## src/rtl/tsl235r_period_avg.sv

```systemverilog
// rtl/tsl235r_period_avg.sv - windowed average of TSL235R high time and period
//
// Purpose:
//   Samples the pulse-width detector's hi_time/lo_time once every SAMPLE_DIV
//   ref_clk cycles. A sample is kept only when both captures are non-zero.
//   After 2^LOG2_N kept samples, it publishes the mean period (hi+lo) and the
//   mean high time on a valid/ready handshake. A sticky overrun flag records
//   any result that was replaced before it was consumed.
//
// Optional feature macro: TSL_PERIOD_MINMAX_EN
//   When defined, the block also reports the minimum and maximum saturated
//   period seen over each window (min_period/max_period). These outputs load
//   together with avg_period.
//
// Ports:
//   ref_clk     in   1        reference clock, shared with the detector
//   reset       in   1        synchronous, active-high
//   hi_time     in   TIME_W   latest high duration (ref_clk cycles)
//   lo_time     in   TIME_W   latest low duration (ref_clk cycles)
//   avg_period  out  TIME_W   mean of hi+lo over the window, saturated
//   avg_hi      out  TIME_W   mean of hi_time over the window
//   avg_valid   out  1        result available
//   avg_ready   in   1        consumer takes the result on avg_valid&avg_ready
//   overrun     out  1        sticky, set when an unconsumed result is replaced
//   sample_cnt  out  LOG2_N   kept samples in the current window
//   min_period  out  TIME_W   (TSL_PERIOD_MINMAX_EN) window minimum period
//   max_period  out  TIME_W   (TSL_PERIOD_MINMAX_EN) window maximum period

module tsl235r_period_avg #(
   parameter int TIME_W     = 32,
   parameter int LOG2_N     = 3,
   parameter int SAMPLE_DIV = 1000
) (
   input  logic              ref_clk,
   input  logic              reset,
   input  logic [TIME_W-1:0] hi_time,
   input  logic [TIME_W-1:0] lo_time,
   output logic [TIME_W-1:0] avg_period,
   output logic [TIME_W-1:0] avg_hi,
   output logic              avg_valid,
   input  logic              avg_ready,
   output logic              overrun,
`ifdef TSL_PERIOD_MINMAX_EN
   output logic [TIME_W-1:0] min_period,
   output logic [TIME_W-1:0] max_period,
`endif
   output logic [LOG2_N-1:0] sample_cnt
);

   localparam int ACCP_W = TIME_W + 1 + LOG2_N;
   localparam int ACCH_W = TIME_W + LOG2_N;
   localparam int TMR_W  = $clog2(SAMPLE_DIV);
   localparam logic [TMR_W-1:0] TMR_RELOAD = TMR_W'(SAMPLE_DIV - 1);

   typedef enum logic {
      ST_ACCUM = 1'b0,
      ST_LOAD  = 1'b1
   } state_t;

   state_t state_q, state_d;

   logic [TMR_W-1:0]  timer_q, timer_d;
   logic [ACCP_W-1:0] acc_p_q, acc_p_d;
   logic [ACCH_W-1:0] acc_h_q, acc_h_d;
   logic [LOG2_N-1:0] cnt_q, cnt_d;
   logic [TIME_W-1:0] avg_period_q, avg_period_d;
   logic [TIME_W-1:0] avg_hi_q, avg_hi_d;
   logic              avg_valid_q, avg_valid_d;
   logic              overrun_q, overrun_d;

   // Datapath helpers
   logic              tick;
   logic              sample_ok;
   logic              load_en;
   logic [TIME_W:0]   psum;
   logic [ACCP_W-1:0] acc_p_sum;
   logic [ACCH_W-1:0] acc_h_sum;
   logic [TIME_W:0]   per_shift;
   logic [TIME_W-1:0] per_sat;
   logic [TIME_W-1:0] hi_mean;

   assign tick      = (timer_q == '0);
   assign sample_ok = tick && (hi_time != '0) && (lo_time != '0);
   // The last sample of a window completes it; results load on this same edge
   // so avg_valid follows the final tick by exactly one cycle.
   assign load_en   = sample_ok && (cnt_q == {LOG2_N{1'b1}});

   assign psum      = {1'b0, hi_time} + {1'b0, lo_time};
   assign acc_p_sum = acc_p_q + ACCP_W'(psum);
   assign acc_h_sum = acc_h_q + ACCH_W'(hi_time);
   assign per_shift = acc_p_sum[ACCP_W-1:LOG2_N];
   assign per_sat   = per_shift[TIME_W] ? {TIME_W{1'b1}} : per_shift[TIME_W-1:0];
   assign hi_mean   = acc_h_sum[ACCH_W-1:LOG2_N];

`ifdef TSL_PERIOD_MINMAX_EN
   logic [TIME_W-1:0] trk_min_q, trk_min_d;
   logic [TIME_W-1:0] trk_max_q, trk_max_d;
   logic [TIME_W-1:0] min_out_q, min_out_d;
   logic [TIME_W-1:0] max_out_q, max_out_d;
   logic [TIME_W-1:0] psum_sat;
   logic [TIME_W-1:0] min_cand;
   logic [TIME_W-1:0] max_cand;

   assign psum_sat = psum[TIME_W] ? {TIME_W{1'b1}} : psum[TIME_W-1:0];
   assign min_cand = (psum_sat < trk_min_q) ? psum_sat : trk_min_q;
   assign max_cand = (psum_sat > trk_max_q) ? psum_sat : trk_max_q;

   always_comb begin
      trk_min_d = trk_min_q;
      trk_max_d = trk_max_q;
      min_out_d = min_out_q;
      max_out_d = max_out_q;
      if (load_en) begin
         min_out_d = min_cand;
         max_out_d = max_cand;
         trk_min_d = {TIME_W{1'b1}};
         trk_max_d = '0;
      end else if (sample_ok) begin
         trk_min_d = min_cand;
         trk_max_d = max_cand;
      end
   end

   always_ff @(posedge ref_clk) begin
      if (reset) begin
         trk_min_q <= {TIME_W{1'b1}};
         trk_max_q <= '0;
         min_out_q <= '0;
         max_out_q <= '0;
      end else begin
         trk_min_q <= trk_min_d;
         trk_max_q <= trk_max_d;
         min_out_q <= min_out_d;
         max_out_q <= max_out_d;
      end
   end

   assign min_period = min_out_q;
   assign max_period = max_out_q;
`endif

   // Window FSM: LOAD marks the single cycle following a result load. The
   // sample path never waits on it, so loads ignore back-pressure.
   always_comb begin
      state_d = state_q;
      case (state_q)
         ST_ACCUM: if (load_en) state_d = ST_LOAD;
         ST_LOAD:  state_d = ST_ACCUM;
         default:  state_d = ST_ACCUM;
      endcase
   end

   always_comb begin
      timer_d      = tick ? TMR_RELOAD : (timer_q - TMR_W'(1));
      acc_p_d      = acc_p_q;
      acc_h_d      = acc_h_q;
      cnt_d        = cnt_q;
      avg_period_d = avg_period_q;
      avg_hi_d     = avg_hi_q;
      avg_valid_d  = avg_valid_q;
      overrun_d    = overrun_q;

      if (load_en) begin
         acc_p_d      = '0;
         acc_h_d      = '0;
         cnt_d        = '0;
         avg_period_d = per_sat;
         avg_hi_d     = hi_mean;
         avg_valid_d  = 1'b1;
         // A same-cycle handshake consumes the old result, so only an
         // unaccepted one counts as lost.
         if (avg_valid_q && !avg_ready) begin
            overrun_d = 1'b1;
         end
      end else begin
         if (sample_ok) begin
            acc_p_d = acc_p_sum;
            acc_h_d = acc_h_sum;
            cnt_d   = cnt_q + LOG2_N'(1);
         end
         if (avg_valid_q && avg_ready) begin
            avg_valid_d = 1'b0;
         end
      end
   end

   always_ff @(posedge ref_clk) begin
      if (reset) begin
         state_q      <= ST_ACCUM;
         timer_q      <= TMR_RELOAD;
         acc_p_q      <= '0;
         acc_h_q      <= '0;
         cnt_q        <= '0;
         avg_period_q <= '0;
         avg_hi_q     <= '0;
         avg_valid_q  <= 1'b0;
         overrun_q    <= 1'b0;
      end else begin
         state_q      <= state_d;
         timer_q      <= timer_d;
         acc_p_q      <= acc_p_d;
         acc_h_q      <= acc_h_d;
         cnt_q        <= cnt_d;
         avg_period_q <= avg_period_d;
         avg_hi_q     <= avg_hi_d;
         avg_valid_q  <= avg_valid_d;
         overrun_q    <= overrun_d;
      end
   end

   assign avg_period = avg_period_q;
   assign avg_hi     = avg_hi_q;
   assign avg_valid  = avg_valid_q;
   assign overrun    = overrun_q;
   assign sample_cnt = cnt_q;

endmodule

```

## config.mk

```make
export PLATFORM = sky130hd
export DESIGN_NAME = tsl235r_period_avg
export DESIGN_NICKNAME = d
export VERILOG_FILES = /design/src/rtl/tsl235r_period_avg.sv
export SDC_FILE = /design/constraint.sdc
export NUM_CORES = 1
export LEC_CHECK = 0
export CAP_MARGIN = 25
export CORE_MARGIN = 2
export CORE_UTILIZATION = 55
export DETAILED_ROUTE_END_ITERATION = 8
export PLACE_DENSITY = 0.8
export SLEW_MARGIN = 30
export SYNTH_ARGS = -nofsm -noshare
export SYNTH_HDL_FRONTEND = slang
export SYNTH_SLANG_ARGS = --single-unit
```

## constraint.sdc

```tcl
create_clock -name ref_clk -period 6.2 [get_ports ref_clk]
set_input_delay 0.93 -clock ref_clk [delete_from_list [all_inputs] [get_ports ref_clk]]
set_output_delay 0.93 -clock ref_clk [all_outputs]
set_load 0.05 [all_outputs]
```

==> results.json, run 1 <==
{
  "setup_viol": 0,
  "criticalPathCategory": "in2reg",
  "outcome": "finished, final reports clean",
  "gp_congestion": 0.944,
  "async_reset_ff_share_pct": 0,
  "wire_per_inst_um": 17.7,
  "period_needed_ns": 4.82,
  "dp_cells": 1483,
  "worstPathCellList": "clkdlybuf4s50_1, fa_1, ha_1, inv_1, fa_1, nand2b_1, a21o_1, a31oi_2, a21oi_1, or4_4, a211oi_2, o211ai_1, mux2i_2, buf_4, a21oi_1",
  "drtIter0Drc": 666,
  "finish.utilization_pct": 68.1,
  "fp.coreArea_um2": 17200,
  "wl_mm": 26.7,
  "via_count": 9114,
  "port_buffers": 135,
  "cts.sinks": 150,
  "cp_num_buf_inv": 3,
  "total_power_mw": 2.58,
  "syn-instance-count": 1170,
  "ys_ff_latch": 150,
  "chipHeight_um": 136,
  "hold_path_class": "reg2reg",
  "critPathMaxFanout": 16,
  "area_growth_pct": 22.3,
  "synth_edf_count": 0,
  "clockBufferDepth": 2,
  "cts_max_level": 4,
  "setup_tns_ns": 0,
  "gr-usage-met1_pct": 38.7,
  "cp_slowest_cell": "or4_4",
  "cts_tree": "built",
  "grt_pass1_vias": 8659,
  "drtAntennaViolNets": 0,
  "syn-num-nets": 1338,
  "drive_above_1_share_pct": 4.73,
  "rows": 48,
  "synth_common_cells": "171 x a21oi_1, 167 x nand2_1, 150 x dfxtp_1",
  "final_hold_viol_count": 0,
  "syn_area_um2": 9570,
  "reg2reg_from": "acc_p_q[1]$_SDFFE_PP0P_",
  "timing.max_slew.rel_slack_pct": 53.3,
  "end_kind": "register",
  "synth_cell_types": 72,
  "cp.required_ns": 6.51,
  "cts-root-buf": "clkbuf_16",
  "via_per_inst": 6.02,
  "dp_slack_ns": 1.03,
  "diodes": 0,
  "tightest_slew_ns": 0.701,
  "numCtsBuffers": 17,
  "clock_skew_ns": 0.0107,
  "yosysWarningCount": 0,
  "worstPathArrival_ns": 5.13,
  "post_cts_resized": 0,
  "gr-usage-met2_pct": 47.7,
  "post_cts_buffers": 0,
  "start_util_pct": 55.7,
  "hpwl_mm": 19.1,
  "leakage_nw": 4.61,
  "peakVddDrop_uv": 214,
  "startpoint_type": "input pin",
  "synth.area.top_cells": "dfxtp_1 31%, a21oi_1 8.9%, ha_1 8.8%",
  "critical_path.startpoint": "hi_time[1]",
  "cpPeakStageDelay_ns": 0.59,
  "slew_viol_final": 0,
  "instances_no_fill": 1514,
  "syn_area_per_cell_um2": 8.18,
  "met3_usage_pct": 5.63,
  "yosysTopAreaCellShare_pct": 31.4,
  "ios": 136,
  "gr-max-usage-layer": "met2",
  "clk_pin_slew_worst_paths_ns": 0.06,
  "worst_slack_ns": 1.38,
  "min_from": "avg_hi[15]$_SDFFE_PP0P_",
  "grt_pass1_wl_mm": 43.0,
  "ys_seq_area_share_pct": 31.4,
  "drt_pass1_iterations": 5,
  "dieWidth_um": 136,
  "powerDensity_nw_per_um2": 220,
  "yosys.cell_count.top_type": "a21oi_1",
  "clk_latency_ns": 0.43,
  "antenna_found_initial": 0,
  "grtUsageTotal_pct": 29.6,
  "grt_max_degree": 92,
  "overflow": 0,
  "fmax_ghz": 0.207,
  "cap_violations": 0,
  "drc_errors": 0,
  "rsz0062_at_grt": "false",
  "nets": 1445,
  "path_delay_family": "adder cells",
  "yosysTopAreaCell": "dfxtp_1",
  "cts.hold.buffers_added": 0,
  "fin_crit_sh_pct": 77.8,
  "die_area_um2": 18500,
  "ys.flop_type": "dfxtp_1"
}
==> cell type report <==
cell class | instances | area (um2)
clock buffers | 18 | 439
multi-input cells | 925 | 6180
inverters | 38 | 143
repair buffers | 145 | 1430
fillers | 1457 | 5470
well taps | 225 | 282
clock inverters | 13 | 228
flip-flops and latches | 150 | 3000
==> power breakdown <==
group | internal, mW | total [mW] | switching [mW]
Combinational | 0.173 | 0.434 | 0.261
Sequential | 0.965 | 0.968 | 0.00229
Clock | 0.762 | 1.17 | 0.413
==> state kept, by name, indices dropped and copies added (netlist names) <==
register and count:
acc_h_q 35, acc_p_q 36, avg_hi 32, avg_period 32
avg_valid 1, overrun 1, sample_cnt 3, timer_q 10
==> layout by cell type (no fill, tap or decap), drive strengths merged, types with 11 or more instances in the layout <==
cell type,synthesis,final
a21oi,171,171
nand2,167,167
dfxtp,150,150
clkdlybuf4s50,0,135
nor2,88,88
o21ai,73,73
ha,67,67
xnor2,42,42
inv,38,39
fa,34,34
a21o,28,28
xor2,26,26
nor4,20,20
nand3,19,19
a31oi,19,19
a211oi,18,18
clkbuf,35,18
nand4,16,16
nor2b,14,14
o21bai,11,11
nor3,11,11
==> metal layers <==
metal	vias up	wire [um]
met1	4281	11600
met4	0	1050
met5	-	0
met2	371	12200
li1	4383	-
met3	79	1830
==> worst paths after layout <==
kind | end | depth (start not counted) | slack [ns]
worst max-delay path | avg_period[19]$_SDFFE_PP0P_ | 15 | 1.38
worst min-delay path | avg_hi[15]$_SDFFE_PP0P_ | 2 | 0.45
worst max register to register | avg_period[19]$_SDFFE_PP0P_ | 14 | 2.14
worst min register to register | avg_hi[15]$_SDFFE_PP0P_ | 2 | 0.45
==> worst min-delay path, stage by stage, from the launching register on <==
cell,delay [ns]
dfxtp_1,0.31
nand2_1,0.05
a21oi_1,0.05
==> cells by family after synthesis <==
kind of cell | share of synthesized area [%]
AO/OA/AOI/OAI | 23.9
flip-flops | 31.4
multiplexers | 0.144
adder cells (fa/ha/maj) | 15.9
buffers and inverters | 4.22
XOR/XNOR | 6.23
AND/OR/NAND/NOR | 18.3
==> through the flow <==
stage	hold slack (ns)	instance area [um2]
after global placement	0.440	11000
after global routing	0.474	11700
final	0.453	11700
after floorplan	0.408	9570
after detailed placement	0.446	11000
after CTS	0.453	11700
(Power assumes the default switching activity.)
==> inputs of run 2 (changes only) <==
Clock period 6.2 ns to 4.8 ns, I/O delays scaled along.
==> results.json, run 2 (synthesized netlist as in run 1, its figures left out) <==
{
  "final_area_um2": 11700,
  "final_common_cell": "a21oi_1",
  "overflow": 0,
  "instances_no_fill": 1523,
  "leakage_nw": 4.63,
  "via_per_inst": 5.94,
  "grt_pass1_vias": 8640,
  "min_path_cells": 2,
  "timing.max_slew.rel_slack_pct": 51.4,
  "port_buffers": 135,
  "start_util_pct": 55.7,
  "grt_max_degree": 71,
  "cp_slowest_cell": "or4_4",
  "pwr-share-comb_pct": 17.5,
  "final_cell_mix": "171 x a21oi_1, 166 x nand2_1, 150 x dfxtp_1, 135 x clkdlybuf4s50_1, 87 x nor2_1",
  "dieWidth_um": 136,
  "gp_congestion": 0.914,
  "fmax_ghz": 0.224,
  "clock_skew_ns": 0.00891,
  "startpoint_type": "input pin",
  "seq_area_um2": 3000,
  "die_area_um2": 18500,
  "largest_reg_flops": 36,
  "setup_tns_ns": 0,
  "cts_tree": "built",
  "dp_slack_ns": -0.0849,
  "outcome": "finished, final reports clean",
  "worst_slack_ns": 0.338,
  "path_delay_family": "compound AO/OA/AOI/OAI gates",
  "fp.coreArea_um2": 17200,
  "power.switching_mw": 0.886,
  "drtIter0Drc": 743,
  "period_needed_ns": 4.46,
  "numCtsBuffers": 17,
  "post_cts_buffers": 0,
  "drc_errors": 0,
  "cts.hold.buffers_added": 0,
  "seqPwrFrac_pct": 39.2,
  "wire_per_inst_um": 17.5,
  "placed_cell_area_um2": 11100,
  "final_hold_viol_count": 0,
  "clkPwrFrac_pct": 43.2,
  "cp_num_buf_inv": 5,
  "hpwl_mm": 19.5,
  "holdWs_ns": 0.451,
  "fin_crit_sh_pct": 93.0,
  "rsz0062_at_grt": "false",
  "criticalPathCategory": "in2reg",
  "n_fill_cell": 1419,
  "hold_path_class": "reg2reg",
  "peakVddDrop_uv": 262,
  "tightest_slew_ns": 0.730,
  "setup_viol": 0,
  "antenna_found_initial": 0,
  "post_cts_resized": 0,
  "via_count": 9050,
  "r2r_cells": 14,
  "largest-register": "acc_p_q",
  "rows": 48,
  "total_power_mw": 3.19,
  "area_growth_pct": 22.6,
  "cap_violations": 0,
  "cts-root-buf": "clkbuf_16",
  "critPathMaxFanout": 19,
  "cp.required_ns": 5.11,
  "clk_pin_slew_worst_paths_ns": 0.06,
  "wl_mm": 26.6,
  "ios": 136,
  "drtAntennaViolNets": 0,
  "worstPathArrival_ns": 4.77,
  "path_depth": 17,
  "largestRegisters": "acc_p_q: 36 flops, acc_h_q: 35 flops",
  "clockBufferDepth": 2,
  "cts.sinks": 150,
  "clk_latency_ns": 0.43,
  "multi_input_area_um2": 6180,
  "dp_cells": 1492,
  "cp_common_cell": "inv_1",
  "nets": 1454,
  "cpPeakStageDelay_ns": 0.60,
  "worstPathCellList": "clkdlybuf4s50_1, inv_1, fa_1, inv_1, ha_1, inv_1, fa_1, nand2b_1, a21o_1, a31oi_2, a21oi_1, or4_4, a211oi_2, o211ai_1, mux2i_2, buf_4, a21oi_1",
  "finish.utilization_pct": 68.3,
  "drt_pass1_iterations": 5,
  "grtUsageTotal_pct": 29.2,
  "grt_pass1_wl_mm": 42.7,
  "chipHeight_um": 136,
  "cts_max_level": 4,
  "drive_above_1_share_pct": 5.32,
  "end_kind": "register",
  "p_int_mw": 2.30,
  "powerDensity_nw_per_um2": 272,
  "diodes": 0,
  "slew_viol_final": 0,
  "p_sw_share_pct": 27.8
}
## run 2: final timing paths
check,start,to,slack (ns)
worst min register to register,avg_hi[14]$_SDFFE_PP0P_,avg_hi[14]$_SDFFE_PP0P_,0.45
worst max register to register,acc_p_q[1]$_SDFFE_PP0P_,avg_period[18]$_SDFFE_PP0P_,0.85
worst min-delay path,avg_hi[14]$_SDFFE_PP0P_,avg_hi[14]$_SDFFE_PP0P_,0.45
worst max-delay path,hi_time[0],avg_period[18]$_SDFFE_PP0P_,0.34
## run 2: power groups by stage
| stage | registers, mW | clock network [mW] | logic (mW) |
|---|---|---|---|
| detailed placement | 1.28 | 0 | 0.544 |
| global placement | 1.28 | 0 | 0.539 |
| floorplan | 1.28 | 0 | 0.356 |
| CTS | 1.25 | 1.39 | 0.551 |
| finish | 1.25 | 1.38 | 0.559 |
| global route | 1.25 | 1.44 | 0.611 |
## run 2: cell type report
| type | count | area share (%) |
|---|---|---|
| Tap cell | 225 | 2.40 |
| Multi-Input combinational cell | 925 | 52.7 |
| Inverter | 38 | 1.22 |
| Clock buffer | 19 | 3.78 |
| Sequential cell | 150 | 25.6 |
| Timing Repair Buffer | 154 | 13.0 |
| Clock inverter | 12 | 1.31 |
## run 2: worst reg2reg max path, stage by stage, from the launching register on
cell and delay, ns:
dfxtp_1 0.32, fa_1 0.48, ha_1 0.20, inv_1 0.07, fa_1 0.40, nand2b_1 0.19
a21o_1 0.19, a31oi_2 0.19, a21oi_1 0.17, or4_4 0.60, a211oi_2 0.23, o211ai_1 0.14
mux2i_2 0.24, buf_4 0.28, a21oi_1 0.12
## run 2: layer usage
layer / vias up / GRT usage [%] / share of wire (%)
met2: 374 / 48.6 / 47
met5: - / 0 / 0
met4: 0 / 10.5 / 2.9
met3: 53 / 5.52 / 6.6
li1: 4399 / - / -
met1: 4224 / 38.1 / 44
